[src/rtl/ads_pkg.sv]
// Shared types and widths for the ADS dual-channel SAR ADC conversion controller.
package ads_pkg;

    localparam int ADS_TAG_W  = 2;
    localparam int ADS_DATA_W = 16;

    typedef enum logic [2:0] {
        IDLE    = 3'd0,
        CONV    = 3'd1,
        WAIT    = 3'd2,
        RDSTART = 3'd3,
        SHIFT   = 3'd4,
        DONE    = 3'd5
    } ads_state_t;

endpackage

[src/rtl/ads_sclk_gen.sv]
// ADS serial clock divider: ADS_CLK toggles every CLK_DIV sys_clk cycles while enabled,
// with single-cycle strobes marking the cycle before each rising / falling edge.
module ads_sclk_gen #(
    parameter int CLK_DIV = 2
) (
    input  logic clk,
    input  logic rst_n,
    input  logic en,
    output logic sclk,
    output logic sclk_rise,
    output logic sclk_fall
);

    localparam int DIV_W = (CLK_DIV > 1) ? $clog2(CLK_DIV) : 1;
    localparam logic [DIV_W-1:0] DIV_LAST = DIV_W'(CLK_DIV - 1);

    logic [DIV_W-1:0] div_q, div_d;
    logic             sclk_q, sclk_d;
    logic             wrap;

    // Disabling parks the divider at 0 with ADS_CLK low, so every frame starts with a rise.
    always_comb begin
        wrap   = en && (div_q == DIV_LAST);
        div_d  = '0;
        sclk_d = 1'b0;
        if (en) begin
            div_d  = wrap ? '0 : div_q + DIV_W'(1);
            sclk_d = wrap ? ~sclk_q : sclk_q;
        end
    end

    always_ff @(posedge clk or negedge rst_n) begin
        if (!rst_n) begin
            div_q  <= '0;
            sclk_q <= 1'b0;
        end else begin
            div_q  <= div_d;
            sclk_q <= sclk_d;
        end
    end

    assign sclk      = sclk_q;
    assign sclk_rise = wrap && !sclk_q;
    assign sclk_fall = wrap && sclk_q;

endmodule

[src/rtl/ads_conv_ctrl.sv]
// ADS conversion controller: CONVST pulse, BUSY wait with timeout, one serial read frame of
// SDOA/SDOB and a one-cycle data_valid. Optional `ADS_TAG_CHECK_EN adds a sticky tag_err output.
module ads_conv_ctrl
    import ads_pkg::*;
#(
    parameter int CLK_DIV  = 2,
    parameter int CONVST_W = 2,
    parameter int MIN_CONV = 8,
    parameter int BUSY_TO  = 255,
    parameter int NBITS    = 18
) (
    input  logic                  sys_clk,
    input  logic                  sys_rst_n,
    input  logic                  conv_req,
    input  logic [1:0]            mode,
    output logic                  ctrl_busy,
    output logic                  req_drop,
    output logic                  err_timeout,
    output logic                  data_valid,
    output logic [ADS_DATA_W-1:0] data_a,
    output logic [ADS_DATA_W-1:0] data_b,
    output logic [ADS_TAG_W-1:0]  tag_a,
    output logic [ADS_TAG_W-1:0]  tag_b,
`ifdef ADS_TAG_CHECK_EN
    output logic                  tag_err,
`endif
    output logic                  ADS_CONVST,
    input  logic                  ADS_BUSY,
    output logic                  ADS_CS_N,
    output logic                  ADS_RD,
    output logic                  ADS_CLK,
    output logic                  ADS_SDI,
    input  logic                  ADS_SDOA,
    input  logic                  ADS_SDOB,
    output logic [1:0]            ADS_M
);

    localparam int CNT_W = $clog2(CONVST_W + MIN_CONV + BUSY_TO + 1);
    localparam int BIT_W = $clog2(NBITS + 1);

    ads_state_t state_q, state_d;
    logic [CNT_W-1:0] cnt_q, cnt_d;
    logic [BIT_W-1:0] bit_cnt_q, bit_cnt_d;
    logic [NBITS-1:0] sr_a_q, sr_a_d, sr_b_q, sr_b_d;
    logic [ADS_DATA_W-1:0] data_a_q, data_a_d, data_b_q, data_b_d;
    logic [ADS_TAG_W-1:0]  tag_a_q, tag_a_d, tag_b_q, tag_b_d;
    logic [1:0] mode_q, mode_d;
    logic busy_meta_q, busy_sync_q;
    logic data_valid_q, data_valid_d, req_drop_q, req_drop_d, err_timeout_q, err_timeout_d;
    logic sclk_en, sclk, sclk_rise, sclk_fall;
    logic timeout;

    ads_sclk_gen #(.CLK_DIV(CLK_DIV)) u_sclk (
        .clk       (sys_clk),
        .rst_n     (sys_rst_n),
        .en        (sclk_en),
        .sclk      (sclk),
        .sclk_rise (sclk_rise),
        .sclk_fall (sclk_fall)
    );

    always_ff @(posedge sys_clk or negedge sys_rst_n) begin
        if (!sys_rst_n) begin
            state_q <= IDLE;
        end else begin
            state_q <= state_d;
        end
    end

    // BUSY is first looked at once MIN_CONV cycles of WAIT have elapsed.
    always_comb begin
        state_d = state_q;
        timeout = 1'b0;
        unique case (state_q)
            IDLE:    if (conv_req) state_d = CONV;
            CONV:    if (cnt_q == CNT_W'(CONVST_W - 1)) state_d = WAIT;
            WAIT: begin
                if (cnt_q >= CNT_W'(MIN_CONV)) begin
                    if (!busy_sync_q) begin
                        state_d = RDSTART;
                    end else if (cnt_q == CNT_W'(MIN_CONV + BUSY_TO - 1)) begin
                        timeout = 1'b1;
                        state_d = IDLE;
                    end
                end
            end
            RDSTART: if (sclk_fall) state_d = SHIFT;
            SHIFT:   if (sclk_fall && (bit_cnt_q == BIT_W'(NBITS))) state_d = DONE;
            DONE:    state_d = IDLE;
            default: state_d = IDLE;
        endcase
    end

    always_comb begin
        ADS_CONVST = (state_q == CONV);
        ADS_RD     = (state_q == RDSTART);
        ADS_CS_N   = !((state_q == RDSTART) || (state_q == SHIFT));
        sclk_en    = (state_q == RDSTART) || (state_q == SHIFT);
        ctrl_busy  = (state_q != IDLE);
    end

    // Rises in SHIFT count bits presented by the ADC; the following fall samples them.
    always_comb begin
        cnt_d = '0;
        if (((state_q == CONV) || (state_q == WAIT)) && (state_d == state_q)) begin
            cnt_d = cnt_q + CNT_W'(1);
        end
        bit_cnt_d = (state_q == SHIFT) ? bit_cnt_q + BIT_W'(sclk_rise) : '0;
        sr_a_d = sr_a_q;
        sr_b_d = sr_b_q;
        if ((state_q == SHIFT) && sclk_fall) begin
            sr_a_d = {sr_a_q[NBITS-2:0], ADS_SDOA};
            sr_b_d = {sr_b_q[NBITS-2:0], ADS_SDOB};
        end
        mode_d        = ((state_q == IDLE) && conv_req) ? mode : mode_q;
        req_drop_d    = conv_req && (state_q != IDLE);
        err_timeout_d = timeout;
        data_valid_d  = (state_q == DONE);
        data_a_d = data_a_q;
        data_b_d = data_b_q;
        tag_a_d  = tag_a_q;
        tag_b_d  = tag_b_q;
        if (state_q == DONE) begin
            data_a_d = sr_a_q[ADS_DATA_W-1:0];
            data_b_d = sr_b_q[ADS_DATA_W-1:0];
            tag_a_d  = sr_a_q[NBITS-1 -: ADS_TAG_W];
            tag_b_d  = sr_b_q[NBITS-1 -: ADS_TAG_W];
        end
    end

    always_ff @(posedge sys_clk or negedge sys_rst_n) begin
        if (!sys_rst_n) begin
            cnt_q         <= '0;
            bit_cnt_q     <= '0;
            sr_a_q        <= '0;
            sr_b_q        <= '0;
            mode_q        <= '0;
            busy_meta_q   <= 1'b0;
            busy_sync_q   <= 1'b0;
            req_drop_q    <= 1'b0;
            err_timeout_q <= 1'b0;
            data_valid_q  <= 1'b0;
            data_a_q      <= '0;
            data_b_q      <= '0;
            tag_a_q       <= '0;
            tag_b_q       <= '0;
        end else begin
            cnt_q         <= cnt_d;
            bit_cnt_q     <= bit_cnt_d;
            sr_a_q        <= sr_a_d;
            sr_b_q        <= sr_b_d;
            mode_q        <= mode_d;
            busy_meta_q   <= ADS_BUSY;
            busy_sync_q   <= busy_meta_q;
            req_drop_q    <= req_drop_d;
            err_timeout_q <= err_timeout_d;
            data_valid_q  <= data_valid_d;
            data_a_q      <= data_a_d;
            data_b_q      <= data_b_d;
            tag_a_q       <= tag_a_d;
            tag_b_q       <= tag_b_d;
        end
    end

`ifdef ADS_TAG_CHECK_EN
    logic [ADS_TAG_W-1:0] exp_tag_q, exp_tag_d;
    logic                 tag_err_q, tag_err_d;

    // After a mismatch the expectation follows the received tag, so one bad frame flags once.
    always_comb begin
        exp_tag_d = exp_tag_q;
        tag_err_d = tag_err_q;
        if (state_q == DONE) begin
            if ((sr_a_q[NBITS-1 -: ADS_TAG_W] != exp_tag_q) ||
                (sr_b_q[NBITS-1 -: ADS_TAG_W] != exp_tag_q)) begin
                tag_err_d = 1'b1;
            end
            exp_tag_d = sr_a_q[NBITS-1 -: ADS_TAG_W] + ADS_TAG_W'(1);
        end
    end

    always_ff @(posedge sys_clk or negedge sys_rst_n) begin
        if (!sys_rst_n) begin
            exp_tag_q <= '0;
            tag_err_q <= 1'b0;
        end else begin
            exp_tag_q <= exp_tag_d;
            tag_err_q <= tag_err_d;
        end
    end

    assign tag_err = tag_err_q;
`endif

    assign ADS_CLK     = sclk;
    assign ADS_SDI     = 1'b0;
    assign ADS_M       = mode_q;
    assign req_drop    = req_drop_q;
    assign err_timeout = err_timeout_q;
    assign data_valid  = data_valid_q;
    assign data_a      = data_a_q;
    assign data_b      = data_b_q;
    assign tag_a       = tag_a_q;
    assign tag_b       = tag_b_q;

endmodule
[config.mk]
export PLATFORM = sky130hd
export DESIGN_NAME = ads_conv_ctrl
export DESIGN_NICKNAME = d
export VERILOG_FILES = /design/src/rtl/ads_pkg.sv /design/src/rtl/ads_sclk_gen.sv /design/src/rtl/ads_conv_ctrl.sv
export SDC_FILE = /design/constraint.sdc
export NUM_CORES = 1
export LEC_CHECK = 0
export ABC_CLOCK_PERIOD_IN_PS = 2100
export CAP_MARGIN = 20
export CORE_MARGIN = 2
export CORE_UTILIZATION = 53
export DETAILED_ROUTE_END_ITERATION = 10
export GPL_ROUTABILITY_DRIVEN = 0
export GPL_TIMING_DRIVEN = 0
export PLACE_DENSITY = 0.78
export SYNTH_ARGS = -nofsm -noshare
export SYNTH_HDL_FRONTEND = slang
export SYNTH_SLANG_ARGS = --single-unit
[constraint.sdc]
create_clock -name sys_clk -period 2.1 [get_ports sys_clk]
set_input_delay 0.525 -clock sys_clk [delete_from_list [all_inputs] [get_ports sys_clk]]
set_output_delay 0.525 -clock sys_clk [all_outputs]
set_load 0.005 [all_outputs]
# Word level (Yosys, flattened, before mapping)
# Index checks and enable logic that the tools add are counted.
[classes]
addsub = 3
magnitude_cmp = 1
n_eq_ne = 10
mux = 18
bitwise = 1
reduce_logical = 14
[ops]
columns = ["operator", "count"]
rows = [
  ["$mux 3", 7],
  ["$pmux 3 s5", 1],
  ["$add 9x1->9 const B", 1],
  ["$eq 9x1->1 const B", 1],
  ["$eq 9x9->1 const B", 1],
  ["$ge 9x4->1 const B", 1],
  ["$mux 9", 1],
  ["$logic_and 1x1->1", 8],
  ["$mux 1", 8],
  ["$eq 3x2->1 const B", 2],
  ["$eq 3x3->1 const B", 2],
  ["$add 5x1->5", 1],
  ["$eq 5x5->1 const B", 1],
  ["$mux 5", 1],
  ["$eq 3x1->1 const B", 1],
  ["$eq 3x3->1", 1],
  ["$logic_not 3->1", 1],
  ["$reduce_bool 3->1", 1],
  ["$logic_not 1->1", 2],
  ["$logic_or 1x1->1", 2],
  ["$ne 2x2->1 const B", 1],
  ["$add 1x1->1 const B", 1],
  ["$not 1->1", 1],
]
[totals]
register_bits = 98
inputBits = 8
output_inout_bits = 47
elab_cells = 64

# Logic depth before layout (Yosys ltp)
# Gate-level depths: netlist of run 1.
[depth]
word_depth = 10
ltp_mapped = 9

# Modules after synthesis
# Synthesis of run 1 repeated with hierarchy kept, for this count alone.
[unflattened]
hier_cells = 357
area_unflattened_um2 = 4050.1
[by_module_without_submodules]
columns = ["module", "instances", "cells_per_inst", "area_per_inst_um2", "seq_area_each_um2"]
rows = [
  ["ads_conv_ctrl", 1, 349, 3961.3, 2402.3],
  ["ads_sclk_gen", 1, 8, 88.8, 50.0],
]

# Worst setup path after synthesis of run 1
# OpenSTA, ideal clock, no wires.
[synth_timing]
path_type = "reg-to-reg"
from = "register state_q[1]"
to = "register bit_cnt_q[4]"
setup_time_ps = 125
arrival_ps = 1588
slack_ps = 387
path_stages_with_launch = 10
cell_sequence = "dfrtp_1 nand3b_1 inv_1 a21oi_1 nor3b_1 ha_1 ha_1 nand3_1 xor2_1 nor2_1"
[synth_between]
elab_chain_len = 6
[synth_rtl]
columns = ["element", "line", "source"]
rows = [
  ["start, declared", "ads_conv_ctrl.sv:41", "ads_state_t state_q, state_d;"],
  ["start signal, assigned", "ads_conv_ctrl.sv:66", "state_q <= state_d;"],
  ["$eq 3x2->1", "--", ""],
  ["named net ADS_RD", "ads_conv_ctrl.sv:30", "output logic ADS_RD,"],
  ["$logic_or 1x1->1", "ads_conv_ctrl.sv:98", "sclk_en = (state_q == RDSTART) || (state_q == SHIFT);"],
  ["$logic_and 1x1->1", "ads_sclk_gen.sv:23", "wrap = en && (div_q == DIV_LAST);"],
  ["$logic_and 1x1->1", "ads_sclk_gen.sv:43", "assign sclk_rise = wrap && !sclk_q;"],
  ["$add 5x1->5", "ads_conv_ctrl.sv:108", "bit_cnt_d = (state_q == SHIFT) ? bit_cnt_q + BIT_W'(sclk_rise) : '0;"],
  ["$mux 5", "ads_conv_ctrl.sv:108", ""],
  ["named net bit_cnt_d[4]", "ads_conv_ctrl.sv:43", "logic [BIT_W-1:0] bit_cnt_q, bit_cnt_d;"],
  ["end signal, assigned", "ads_conv_ctrl.sv:149", "bit_cnt_q <= bit_cnt_d;"],
  ["end, declared", "ads_conv_ctrl.sv:43", ""],
]
# The timed path passes the listed nets, and every way through them passes these cells.
# A chain may end at the register's enable or synchronous reset.

# Worst setup path in the final report of run 1
[layout_timing]
from = "register state_q[0]"
to = "output ADS_CONVST"
[layout_between]
elab_chain_len = 1
[layout_rtl]
columns = ["element", "line", "source"]
rows = [
  ["$eq 3x1->1", "ads_conv_ctrl.sv:95", "ADS_CONVST = (state_q == CONV);"],
  ["end, declared", "ads_conv_ctrl.sv:27", "output logic ADS_CONVST,"],
]
# Every way passes these cells.

==> results of run 1 <==
==> Yosys cell counts <==
| cell type | count |
|---|---|
| a21oi_1 | 3 |
| nor3_1 | 2 |
| mux2i_1 | 1 |
| nand4bb_1 | 1 |
| clkbuf_1 | 1 |
| nand2b_1 | 1 |
| nor4_4 | 1 |
| buf_2 | 3 |
| or3_1 | 1 |
| nor3_2 | 9 |
| nor2b_1 | 2 |
| xor2_1 | 2 |
| nand4_1 | 1 |
| and2_1 | 2 |
| conb_1 | 1 |
| and3_2 | 2 |
| mux2_1 | 10 |
| buf_4 | 4 |
| nor3b_1 | 2 |
| a221oi_1 | 1 |
| nand3b_1 | 2 |
| inv_1 | 10 |
| and3_1 | 2 |
| ha_1 | 6 |
| o31ai_1 | 2 |
| nand3_1 | 6 |
| nor2_4 | 1 |
| and4_1 | 1 |
| xnor2_1 | 9 |
| dfrtp_1 | 98 |
| a221o_1 | 1 |
| a31oi_1 | 2 |
| o21ai_0 | 1 |
| nand2_1 | 4 |
| mux2_2 | 64 |
| nor2_1 | 10 |
| o21bai_2 | 1 |
| buf_6 | 1 |
==> final cells by class <==
class                           count  share of cell area [%]
Clock buffer                       11                   2.855
Clock inverter                      5                   1.289
Sequential cell                    98                   49.57
Buffer                              9                   1.440
Tap cell                           99                   2.501
Inverter                           10                  0.7580
Multi-Input combinational cell    154                   29.46
Timing Repair Buffer               60                   12.13
==> power groups by stage <==
stage	combinational, mW	clock (mW)	sequential (mW)
3_3_place_gp	0.665	0	2.08
3_5_place_dp	0.683	0	2.09
4_1_cts	0.720	1.27	2.06
5_1_grt	0.815	1.33	2.09
6_report	0.741	1.22	2.08
2_1_floorplan	0.408	0	2.07
==> placed cells by master, fill, tap and decap left out, types with 6 or more instances in the layout <==
cell type        count
ha_1                 6
buf_4               11
mux2_1              10
nor2_1               9
nor3_2               9
dfrtp_1             96
inv_1                9
xnor2_1              9
clkbuf_8            10
mux2_2              64
clkdlybuf4s50_1     48
nand3_1              6
==> layer usage <==
layer / up-vias / wire length [um] / global-route usage (%)
li1: 1088 / - / -
met1: 1149 / 3087 / 23.06
met2: 48 / 3023 / 26.18
met3: 10 / 305 / 4.007
met4: 0 / 117 / 8.205
met5: - / 0 / 0
==> through the flow <==
stage / instances / setup slack, ns
6_report: 446 / 0.1281
5_1_grt: 446 / -0.004454
4_1_cts: 443 / 0.006586
3_5_place_dp: 424 / 0.05081
3_3_place_gp: 423 / -3.095
2_1_floorplan: 271 / 0.3875
==> worst paths after layout <==
check | start | endpoint | slack, ns | cells past startpoint
min in group sys_clk | busy_meta_q | busy_sync_q | 0.35 | 0
min | sys_rst_n | cnt_q[5] | 0.16 | 1
max in group asynchronous | sys_rst_n | state_q[1] | 1.29 | 2
max | state_q[0] | ADS_CONVST | 0.13 | 3
min reg2reg | busy_meta_q | busy_sync_q | 0.35 | 0
max reg2reg | state_q[2] | bit_cnt_q[4] | 0.22 | 10
==> worst reg2reg max path: cells and delay by family, from the launching register on <==
| family | cells | cell delay (ns) |
|---|---|---|
| flip-flops | 1 | 0.43 |
| buffers and inverters | 2 | 0.23 |
| adder cells (fa/ha/maj) | 2 | 0.39 |
| XOR/XNOR | 1 | 0.15 |
| AND/OR/NAND/NOR | 4 | 0.53 |
| AO/OA/AOI/OAI | 1 | 0.04 |
==> state kept, by name, indices dropped and copies added, names as in the netlist <==
| signal | cells |
|---|---|
| sr_a_q | 18 |
| sr_b_q | 18 |
| data_a | 16 |
| data_b | 16 |
| cnt_q | 9 |
| bit_cnt_q | 5 |
| state_q | 3 |
| ADS_M | 2 |
| tag_a | 2 |
| tag_b | 2 |
| busy_meta_q | 1 |
| busy_sync_q | 1 |
| data_valid | 1 |
| err_timeout | 1 |
| req_drop | 1 |
| u_sclk.div_q | 1 |
| u_sclk.sclk | 1 |
==> timing repair <==
| action | in CTS | in global routing |
|---|---|---|
| pin swaps | 0 | 0 |
| resized for setup | 14 | 5 |
| setup endpoints to repair | 4 | 3 |
| buffers inserted | 3 | 3 |
==> kinds of logic (layout without fill, tap and decap cells) <==
logic type | Yosys count | after routing | share of synthesized area, %
adders and majority gates | 6 | 6 | 1.885
DFF | 98 | 98 | 61.58
buffers and inverters | 19 | 95 | 2.450
other | 1 | 1 | 0.09416
and+or+nand+nor | 50 | 50 | 8.451
xor gates and xnor gates | 11 | 11 | 2.419
muxes | 75 | 75 | 21.18
AOI/OAI and AO/OA | 11 | 11 | 1.947
==> summary.md, run 1 <==
| Metric | Value |
|---|---|
| Status | finished clean |
| Antenna cells | 0 |
| Initial antenna violation count | 0 |
| Final setup violation count | 0 |
| Hold-fix buffers, CTS | 0 |
| Via count of the first global-routing pass | 2,382 |
| Data required time at the worst endpoint | 1.57 ns |
| Clock tree root buffer cell | clkbuf_8 |
| CTS Sinks | 98 |
| Slew headroom | 59.74% |
| Post-DP Area | 4662 um2 |
| Wire length of the first global-routing pass | 11,320 um |
| Yosys warning total | 0 |
| Design internal power | 2.915 mW |
| Total number of vias | 2,295 |
| Worst VDD drop | 414.2 uV |
| Vert. Die Dim | 90.69 um |
| Path class of the lowest-slack min-delay path | in -> async |
| Number of pins with negative max-slew slack in the final report | 0 |
| Ranking of synthesized cells by area | dfrtp_1 62%, mux2_2 18%, mux2_1 2.8%, nor3_2 2.3%, xnor2_1 2.0% |
| Overall global routing resource usage | 17.07% |
| Share of the synthesized area in the top cell type | 61.58% |
| Clk slew on worst S/H paths | 0.09 ns |
| Worst hold-check slack | 0.1638 ns |
| # Max-Cap Violations | 0 |
| Layout Cell Area excl Fill | 4952 um2 |
| Transition at the pin with the smallest max-transition slack | 0.6035 ns |
| Starting density of the core | 54.91% |
| Biggest fanout along the worst timing path | 6 |
| Net count of the finished layout | 356 |
| Placeable Area | 7253 um2 |
| Via density | 5.146 |
| H-tree lvl count | 3 |
| Final design utilization | 68.28% |
| TritonCTS clock tree | done |
| PwrDens | 815.8 nW/um2 |
| Maximum number of pins on one net before global-route repair | 55 |
| Achievable clock frequency | 507.1 MHz |
| Area growth from synthesis to final layout | 24.35% |
| Top Ports | 55 |
| Number of library cell types mapped by synthesis | 38 |
| Setup TNS | 0 ns |
| Post-synthesis cell area | 3983 um2 |
| Fin crit share | 93.90% |
| Count of TritonRoute iterations in the first routing pass | 4 |
| Sequential share of power | 51.4% |
| Crit-path most repeated cell | nor2b_4 |
| Dominant cell type by area after synthesis | dfrtp_1 |
| Part of the Yosys area used for sequential elements | 61.58% |
| DRC violations left | 0 |
| Clock power frac | 30.3% |
| Multi-input gate area in the final layout | 1459 um2 |
| Fraction of final layout cells with drive strength greater than 1 | 33.72% |
| # port buffers | 53 |
| Final global-route overflow total | 0 |
| Combinational share of power | 18.3% |
| Cell with the largest stage delay on the worst path | dfrtp_2 |
| Antenna violation net count after detailed routing | 0 |
| Detailed Route Iter0 Violations | 65 |
| Max Root-Sink Buffers | 2 |
| Chip width | 90.69 um |
| Crit. End Element | primary output |
| Crit-path cells | nor2b_4 > nor2b_4 > dlygate4sd2_1 |
| Switching Power | 1.125 mW |
| Switching part of the total power | 27.85% |
| Number of buffers created by CTS | 9 |
| Count of mapped cells out of synthesis | 271 |
| Aggregate routed wire length | 6533 um |
| Post-DP HPWL | 4317 um |
| Final Hold Vio Count | 0 |
| Start-to-end type of the worst setup path | reg -> out |
| Standby leakage power | 2.400 nW |
| Clock network latency to the later pin of the worst-skew pair | 0.35 ns |
| Cell Rows | 31 |
| #FFs+latches synth | 98 |
| Clock Skews | 0.006794 ns |
| Shortest period the worst path allows | 1.972 ns |
| DR WL/cell | 14.65 um |
| Slowest Stage Delay on Critical Path | 0.44 ns |
| Mean cell area of the mapped netlist | 14.70 um2 |
| Cell family with the largest share of critical-path delay | flip-flops |
| Register area | 2455 um2 |
| Signal arrival time at the worst endpoint | 1.45 ns |
| Fill count | 536 |
| Overall power consumption | 4.040 mW |
| Number of buffer and inverter stages on the critical path | 1 |
| Critical Path Source Type | flop |
| Nets in the synthesized netlist | 285 |
| Die Outline Area | 8224 um2 |
No activity file was read; power rests on OpenSTA's default activity.
==> run 2, diff against run 1 <==
--- a/config.mk
+++ b/config.mk
@@ -5,7 +5,7 @@
 export SDC_FILE = /design/constraint.sdc
 export NUM_CORES = 1
 export LEC_CHECK = 0
-export ABC_CLOCK_PERIOD_IN_PS = 2100
+export ABC_CLOCK_PERIOD_IN_PS = 1900
 export CAP_MARGIN = 20
 export CORE_MARGIN = 2
 export CORE_UTILIZATION = 53
==> constraint.sdc (replaced) <==
create_clock -name sys_clk -period 1.9 [get_ports sys_clk]
set_input_delay 0.475 -clock sys_clk [delete_from_list [all_inputs] [get_ports sys_clk]]
set_output_delay 0.475 -clock sys_clk [all_outputs]
set_load 0.005 [all_outputs]
==> run 2 against run 1 <==
Combinational power rose by 28%. First-iteration DRC count increased by 42%. Clock skew hardly changed. Sequential share of layout area decreased by 1.0 points. The run now ends with negative setup slack left. Sequential power increased by 10%. Via count rose by 2.7%. Register-to-register slack worse by 0.25 ns. Clock power up 11%. Wire length increased by 5.8%.
==> summary.md, run 2 (synthesized netlist as in run 1, its figures left out) <==
| Metric | Value |
|---|---|
| Status | finished, violations left |
| Violations in the final reports | negative setup slack |
| Sequential share of power | 49.9% (-1.5 points) |
| CTS Sinks | 98 (unchanged) |
| Post-DP HPWL | 4317 um (unchanged) |
| # Max-Cap Violations | 0 (unchanged) |
| Number of pins with negative max-slew slack in the final report | 0 (unchanged) |
| Final Hold Vio Count | 0 (unchanged) |
| Slowest Stage Delay on Critical Path | 0.43 ns (about the same) |
| Area growth from synthesis to final layout | 27.08% |
| Wire length of the first global-routing pass | 11,580 um (+2.3%) |
| Start-to-end type of the worst setup path | reg -> reg |
| Net count of the finished layout | 366 (+2.8%) |
| Path class of the lowest-slack min-delay path | in -> async |
| Biggest fanout along the worst timing path | 4 (-2) |
| Maximum number of pins on one net before global-route repair | 55 (unchanged) |
| Switching Power | 1.297 mW (+15%) |
| Switching part of the total power | 28.23% (+0.38 points) |
| # port buffers | 53 (unchanged) |
| Chip width | 90.69 um (unchanged) |
| Overall global routing resource usage | 17.45% (+0.38 points) |
| Largest registers in the final layout | sr_a_q: 18 flops, sr_b_q: 18 flops |
| DR WL/cell | 15.16 um (+3.5%) |
| Total number of vias | 2,357 (+2.7%) |
| Cell with the largest stage delay on the worst path | dfrtp_1 |
| Fin crit share | 101.3% |
| Standby leakage power | 2.435 nW (+1.4%) |
| Starting density of the core | 54.91% (unchanged) |
| Signal arrival time at the worst endpoint | 2.16 ns (+0.71 ns) |
| Number of buffers created by CTS | 9 (unchanged) |
| Crit path setup slack, layout | -0.02549 ns (-0.1536 ns) |
| Worst VDD drop | 464.0 uV (+12%) |
| Antenna cells | 0 (unchanged) |
| Hold-fix buffers, CTS | 0 (unchanged) |
| Setup repair after global routing missed its margin | true |
| Most frequent cells in the layout | 95 x dfrtp_1, 64 x mux2_2, 48 x clkdlybuf4s50_1, 20 x buf_4, 11 x clkbuf_8 |
| Most common cell after layout, fill and taps aside | dfrtp_1 |
| Worst hold-check slack | 0.1129 ns (-0.05087 ns) |
| Count of TritonRoute iterations in the first routing pass | 4 (unchanged) |
| Critical Path Source Type | flop |
| Combinational share of power | 20.6% (+2.3 points) |
| Cell Rows | 31 (unchanged) |
| Clock power frac | 29.5% (-0.8 points) |
| Shortest period the worst path allows | 1.925 ns |
| H-tree lvl count | 3 (unchanged) |
| Die Outline Area | 8224 um2 (unchanged) |
| Clock tree root buffer cell | clkbuf_8 |
| Design internal power | 3.297 mW (+13%) |
| Top Ports | 55 (unchanged) |
| Detailed Route Iter0 Violations | 92 (+42%) |
| Crit. End Element | flop |
| Slew headroom | 60.93% (+1.2 points) |
| Achievable clock frequency | 519.3 MHz |
| TritonCTS clock tree | done |
| DRC violations left | 0 (unchanged) |
| Vert. Die Dim | 90.69 um (unchanged) |
| Transition at the pin with the smallest max-transition slack | 0.5860 ns (-0.01756 ns) |
| Clock Skews | 0.007087 ns (+0.0002935 ns) |
| Initial antenna violation count | 0 (unchanged) |
| Aggregate routed wire length | 6913 um (+5.8%) |
| Max Root-Sink Buffers | 2 (unchanged) |
| Fraction of final layout cells with drive strength greater than 1 | 38.38% (+4.7 points) |
| Overall power consumption | 4.594 mW (+14%) |
| Clock network latency to the later pin of the worst-skew pair | 0.35 ns (about the same) |
| Final setup violation count | 2 (+2) |
| Data required time at the worst endpoint | 2.14 ns (+0.57 ns) |
| Final global-route overflow total | 0 (unchanged) |
| Clk slew on worst S/H paths | 0.09 ns (about the same) |
| Placeable Area | 7253 um2 (unchanged) |
| Antenna violation net count after detailed routing | 0 (unchanged) |
| PwrDens | 907.6 nW/um2 (+11%) |
| Post-DP Area | 4662 um2 (unchanged) |
| Via count of the first global-routing pass | 2,415 (+1.4%) |
| Via density | 5.169 (+0.45%) |
| Layout Cell Area excl Fill | 5061 um2 (+2.2%) |
| Crit-path cells | nand3b_1 > inv_2 > a21oi_2 > buf_4 > nor3b_2 > ha_2 > ha_4 > nand3_2 > xor2_1 > nor2_1 |
-- run 2: cell count changes in the layout (fill, tap and decap cells not counted), sizes merged --
cell	delta
clkbuf	+1
dlymetal6s2s	-1
dlygate4sd2	-1
buf	+11
-- run 2: worst max-delay path: cells and delay by family, from the launching register on --
kind	cells	cell delay [ns]
buffers and inverters	2	0.25
and+or+nand+nor	4	0.55
AOI/OAI and AO/OA	1	0.04
DFF	1	0.43
xor gates and xnor gates	1	0.17
adders and majority gates	2	0.38
-- run 2: layer usage --
layer | wire (um) | GRT usage (%) | share of wire, % | vias to the layer above
met5 | 0 | 0 | 0 | -
met2 | 3277 | 27.30 | 47 | 50
met3 | 311 | 3.923 | 4.5 | 12
met4 | 136 | 8.077 | 2.0 | 0
li1 | - | - | - | 1112
met1 | 3188 | 23.34 | 46 | 1183
-- run 2: stage by stage --
step                setup TNS, ns  utilization (%)  cells  setup slack [ns]
floorplan                       0                -    271            0.1875
global placement          -320.03            63.93    423            -3.245
detailed placement         -2.311            64.27    424          -0.09919
CTS                      -0.01295            68.07    446          -0.01295
global route              -0.3943            69.78    456           -0.1467
finish                   -0.04101            69.78    456          -0.02549
-- run 2: repair_timing --
action | 4_1_cts | 5_1_grt
setup buffers | 6 | 10
gates cloned | 0 | 0
endpoints found under the setup margin | 35 | 41
pin swaps | 2 | 3
resized for setup | 24 | 11
-- run 2: worst paths after layout --
| kind | slack, ns | to | depth (start not counted) | start |
|---|---|---|---|---|
| worst max register to register | -0.03 | bit_cnt_q[4] | 10 | state_q[2] |
| worst min-delay path | 0.11 | cnt_q[5] | 1 | sys_rst_n |
| worst min register to register | 0.36 | busy_sync_q | 0 | busy_meta_q |
| max in group asynchronous | 1.14 | state_q[1] | 2 | sys_rst_n |
| worst max-delay path | -0.03 | bit_cnt_q[4] | 10 | state_q[2] |
| min in group sys_clk | 0.36 | busy_sync_q | 0 | busy_meta_q |
-- run 2: area by class of cell --
cell class / instances / area, um2
timing repair buffer: 70 / 669.4
buffer: 9 / 70.07
clock buffer: 11 / 141.4
multi-input combinational: 154 / 1499
clock inverter: 5 / 63.81
inverter: 10 / 37.54
tap: 99 / 123.9
sequential: 98 / 2456
fill: 512 / 2192
-- run 2: power by group through the flow --
stage	Combinational, mW	Clock (mW)	Sequential, mW
final	0.947	1.35	2.29
after global routing	1.02	1.47	2.31
after CTS	0.831	1.40	2.27
after detailed placement	0.755	0	2.31
after global placement	0.735	0	2.30
after floorplan	0.451	0	2.29
==> run 3, diff against run 2 <==
--- a/config.mk
+++ b/config.mk
@@ -13,6 +13,7 @@
 export GPL_ROUTABILITY_DRIVEN = 0
 export GPL_TIMING_DRIVEN = 0
 export PLACE_DENSITY = 0.78
+export SETUP_SLACK_MARGIN = 0.3
 export SYNTH_ARGS = -nofsm -noshare
 export SYNTH_HDL_FRONTEND = slang
 export SYNTH_SLANG_ARGS = --single-unit
==> run 3 against run 2 <==
Clock-buffer cell count is 1 lower. Fmax increased by 0.37%. Critical path depth grew 1. Final area increased by 3.6%. Wire length is 5.0% higher. First-iteration DRC count down 5.4%. The run still ends with negative setup slack left. Power grew 4.7%.
==> summary.md, run 3 (synthesized netlist as in run 1, its figures left out) <==
| Metric | Value |
|---|---|
| Status | finished, violations left |
| Violations in the final reports | negative setup slack |
| Net count of the finished layout | 382 (+4.4%) |
| Clock Skews | 0.008793 ns (+0.001706 ns) |
| Cell Rows | 31 (unchanged) |
| Post-layout instance count excluding filler cells | 472 (+3.5%) |
| Starting density of the core | 54.91% (unchanged) |
| Biggest fanout along the worst timing path | 4 (unchanged) |
| Final design utilization | 72.28% (+2.5 points) |
| Chip width | 90.69 um (unchanged) |
| Signal arrival time at the worst endpoint | 2.15 ns (about the same) |
| Clk slew on worst S/H paths | 0.10 ns (about the same) |
| Layout Cell Area excl Fill | 5243 um2 (+3.6%) |
| Top Ports | 55 (unchanged) |
| Transition at the pin with the smallest max-transition slack | 0.5126 ns (-0.07339 ns) |
| Data required time at the worst endpoint | 2.13 ns (about the same) |
| Via density | 5.157 (-0.23%) |
| Placeable Area | 7253 um2 (unchanged) |
| Final global-route overflow total | 0 (unchanged) |
| Antenna cells | 0 (unchanged) |
| Minimum setup slack among reg-to-reg paths | -0.02 ns (about the same) |
| Clock network latency to the later pin of the worst-skew pair | 0.35 ns (about the same) |
| Post-DP Area | 4696 um2 (+0.72%) |
| Number of cells on the worst reg-to-reg path | 11 (+1) |
| Setup slack after placement | -0.1295 ns (-0.03033 ns) |
| Fraction of final layout cells with drive strength greater than 1 | 43.97% (+5.6 points) |
| Shortest period the worst path allows | 1.918 ns (-0.007136 ns) |
| Die Outline Area | 8224 um2 (unchanged) |
| Crit path setup slack, layout | -0.01836 ns (+0.007136 ns) |
| Vert. Die Dim | 90.69 um (unchanged) |
| Setup repair after global routing missed its margin | true |
| Placed instance count | 424 (unchanged) |
| Overall global routing resource usage | 18.25% (+0.80 points) |
| Detailed Route Iter0 Violations | 87 (-5.4%) |
| Wire length of the first global-routing pass | 12,070 um (+4.2%) |
| Max Root-Sink Buffers | 2 (unchanged) |
| Source of the worst register-to-register timing path | state_q[2] |
| DR WL/cell | 15.38 um (+1.4%) |
| Path class of the lowest-slack min-delay path | in -> async |
| Slew headroom | 65.83% (+4.9 points) |
| Achievable clock frequency | 521.3 MHz (+0.37%) |
| Most common cell after layout, fill and taps aside | dfrtp_1 |
| Aggregate routed wire length | 7257 um (+5.0%) |
| Largest registers in the final layout | sr_a_q: 18 flops, sr_b_q: 18 flops |
| Via count of the first global-routing pass | 2,468 (+2.2%) |
| Post-DP HPWL | 4478 um (+3.7%) |
| Maximum number of pins on one net before global-route repair | 61 (+11%) |
| Initial antenna violation count | 0 (unchanged) |
| DRC violations left | 0 (unchanged) |
| Fin crit share | 101.0% (-0.38 points) |
| Worst reg2reg path endpoint | bit_cnt_q[2] |
| Critical Path Source Type | flop |
| Overall power consumption | 4.811 mW (+4.7%) |
| Area growth from synthesis to final layout | 31.64% |
| PwrDens | 917.7 nW/um2 (+1.1%) |
| # Max-Cap Violations | 0 (unchanged) |
| Worst VDD drop | 717.8 uV (+55%) |
| Count of TritonRoute iterations in the first routing pass | 4 (unchanged) |
| Clock tree root buffer cell | clkbuf_8 |
| Final setup violation count | 3 (+1) |
| TritonCTS clock tree | done |
| Total number of vias | 2,434 (+3.3%) |
| Fill count | 514 (+0.39%) |
| Number of buffers created by CTS | 9 (unchanged) |
| Number of pins with negative max-slew slack in the final report | 0 (unchanged) |
| Standby leakage power | 2.732 nW (+12%) |
| H-tree lvl count | 3 (unchanged) |
| CTS Sinks | 98 (unchanged) |
| Final Hold Vio Count | 0 (unchanged) |
| Crit. End Element | flop |
| Antenna violation net count after detailed routing | 0 (unchanged) |
| Most frequent cells in the layout | 93 x dfrtp_1, 64 x mux2_2, 42 x dlygate4sd2_1, 30 x buf_4, 12 x buf_6 |
| # port buffers | 53 (unchanged) |
| Start-to-end type of the worst setup path | reg -> reg |
[run 3: cell types whose count changed in the layout (fill, tap and decap cells not counted), sizes merged]
cell and delta:
clkdlybuf4s50 -42, dlygate4sd2 +41, buf +19, inv +3, clkbuf -2, bufinv -1
clkdlybuf4s15 -1, clkinvlp -1
[run 3: final cells by class]
type / instances / area (um2) / area share, %
clock inverters: 6 / 57.56 / 1.098
inverters: 10 / 37.54 / 0.7160
multi-input cells: 154 / 1562 / 29.79
clock buffers: 10 / 137.6 / 2.625
flip-flops and latches: 98 / 2459 / 46.90
repair buffers: 86 / 779.5 / 14.87
well taps: 99 / 123.9 / 2.363
plain buffers: 9 / 86.33 / 1.647
[run 3: critical path: stages (launching register included)]
cell,delay (ns)
dfrtp_1,0.44
nand3b_1,0.22
inv_2,0.09
buf_6,0.10
a21oi_4,0.03
buf_6,0.12
nor3b_2,0.15
ha_2,0.23
ha_4,0.15
buf_4,0.11
xnor2_1,0.11
nor2_1,0.05
[run 3: timing repair]
action	CTS	global route
setup buffers	25	6
cloned	0	1
pin swaps	8	14
hold buffers	0	0
gates resized for setup	78	23
endpoints found under the setup margin	118	85
[run 3: metrics by stage]
stage                     hold WS, ns  setup TNS, ns
after floorplan                0.1794              0
after global placement         0.3368        -317.32
after detailed placement       0.3380        -0.1295
after CTS                     0.09388       -0.05281
after global routing          0.09026        -0.6532
final                         0.08701       -0.03816
[run 3: how the worst max path moves through the flow]
stage | start | to | slack (ns) | cells past startpoint
floorplan | state_q[1] | bit_cnt_q[4] | 0.28 | 9
global placement | sys_rst_n | data_a[1] | -3.24 | 1
detailed placement | state_q[0] | ADS_CONVST | -0.13 | 3
CTS | state_q[2] | ctrl_busy | -0.03 | 3
global route | state_q[2] | bit_cnt_q[4] | -0.12 | 11
finish | state_q[2] | bit_cnt_q[2] | -0.02 | 11
[run 3: layer usage]
layer / wire (um) / track usage (%) / share of wire (%)
met5: 0 / 0 / 0
met4: 51 / 6.154 / 0.70
met3: 195 / 3.339 / 2.7
met2: 3829 / 30.16 / 53
met1: 3180 / 24.49 / 44
[run 3: report_power, final]
group          internal [mW]  switching [mW]  leakage, nW
sequential              2.18          0.0880         1.35
clock                  0.542           0.741        0.101
combinational          0.665           0.595         1.28
total                   3.39            1.42         2.73
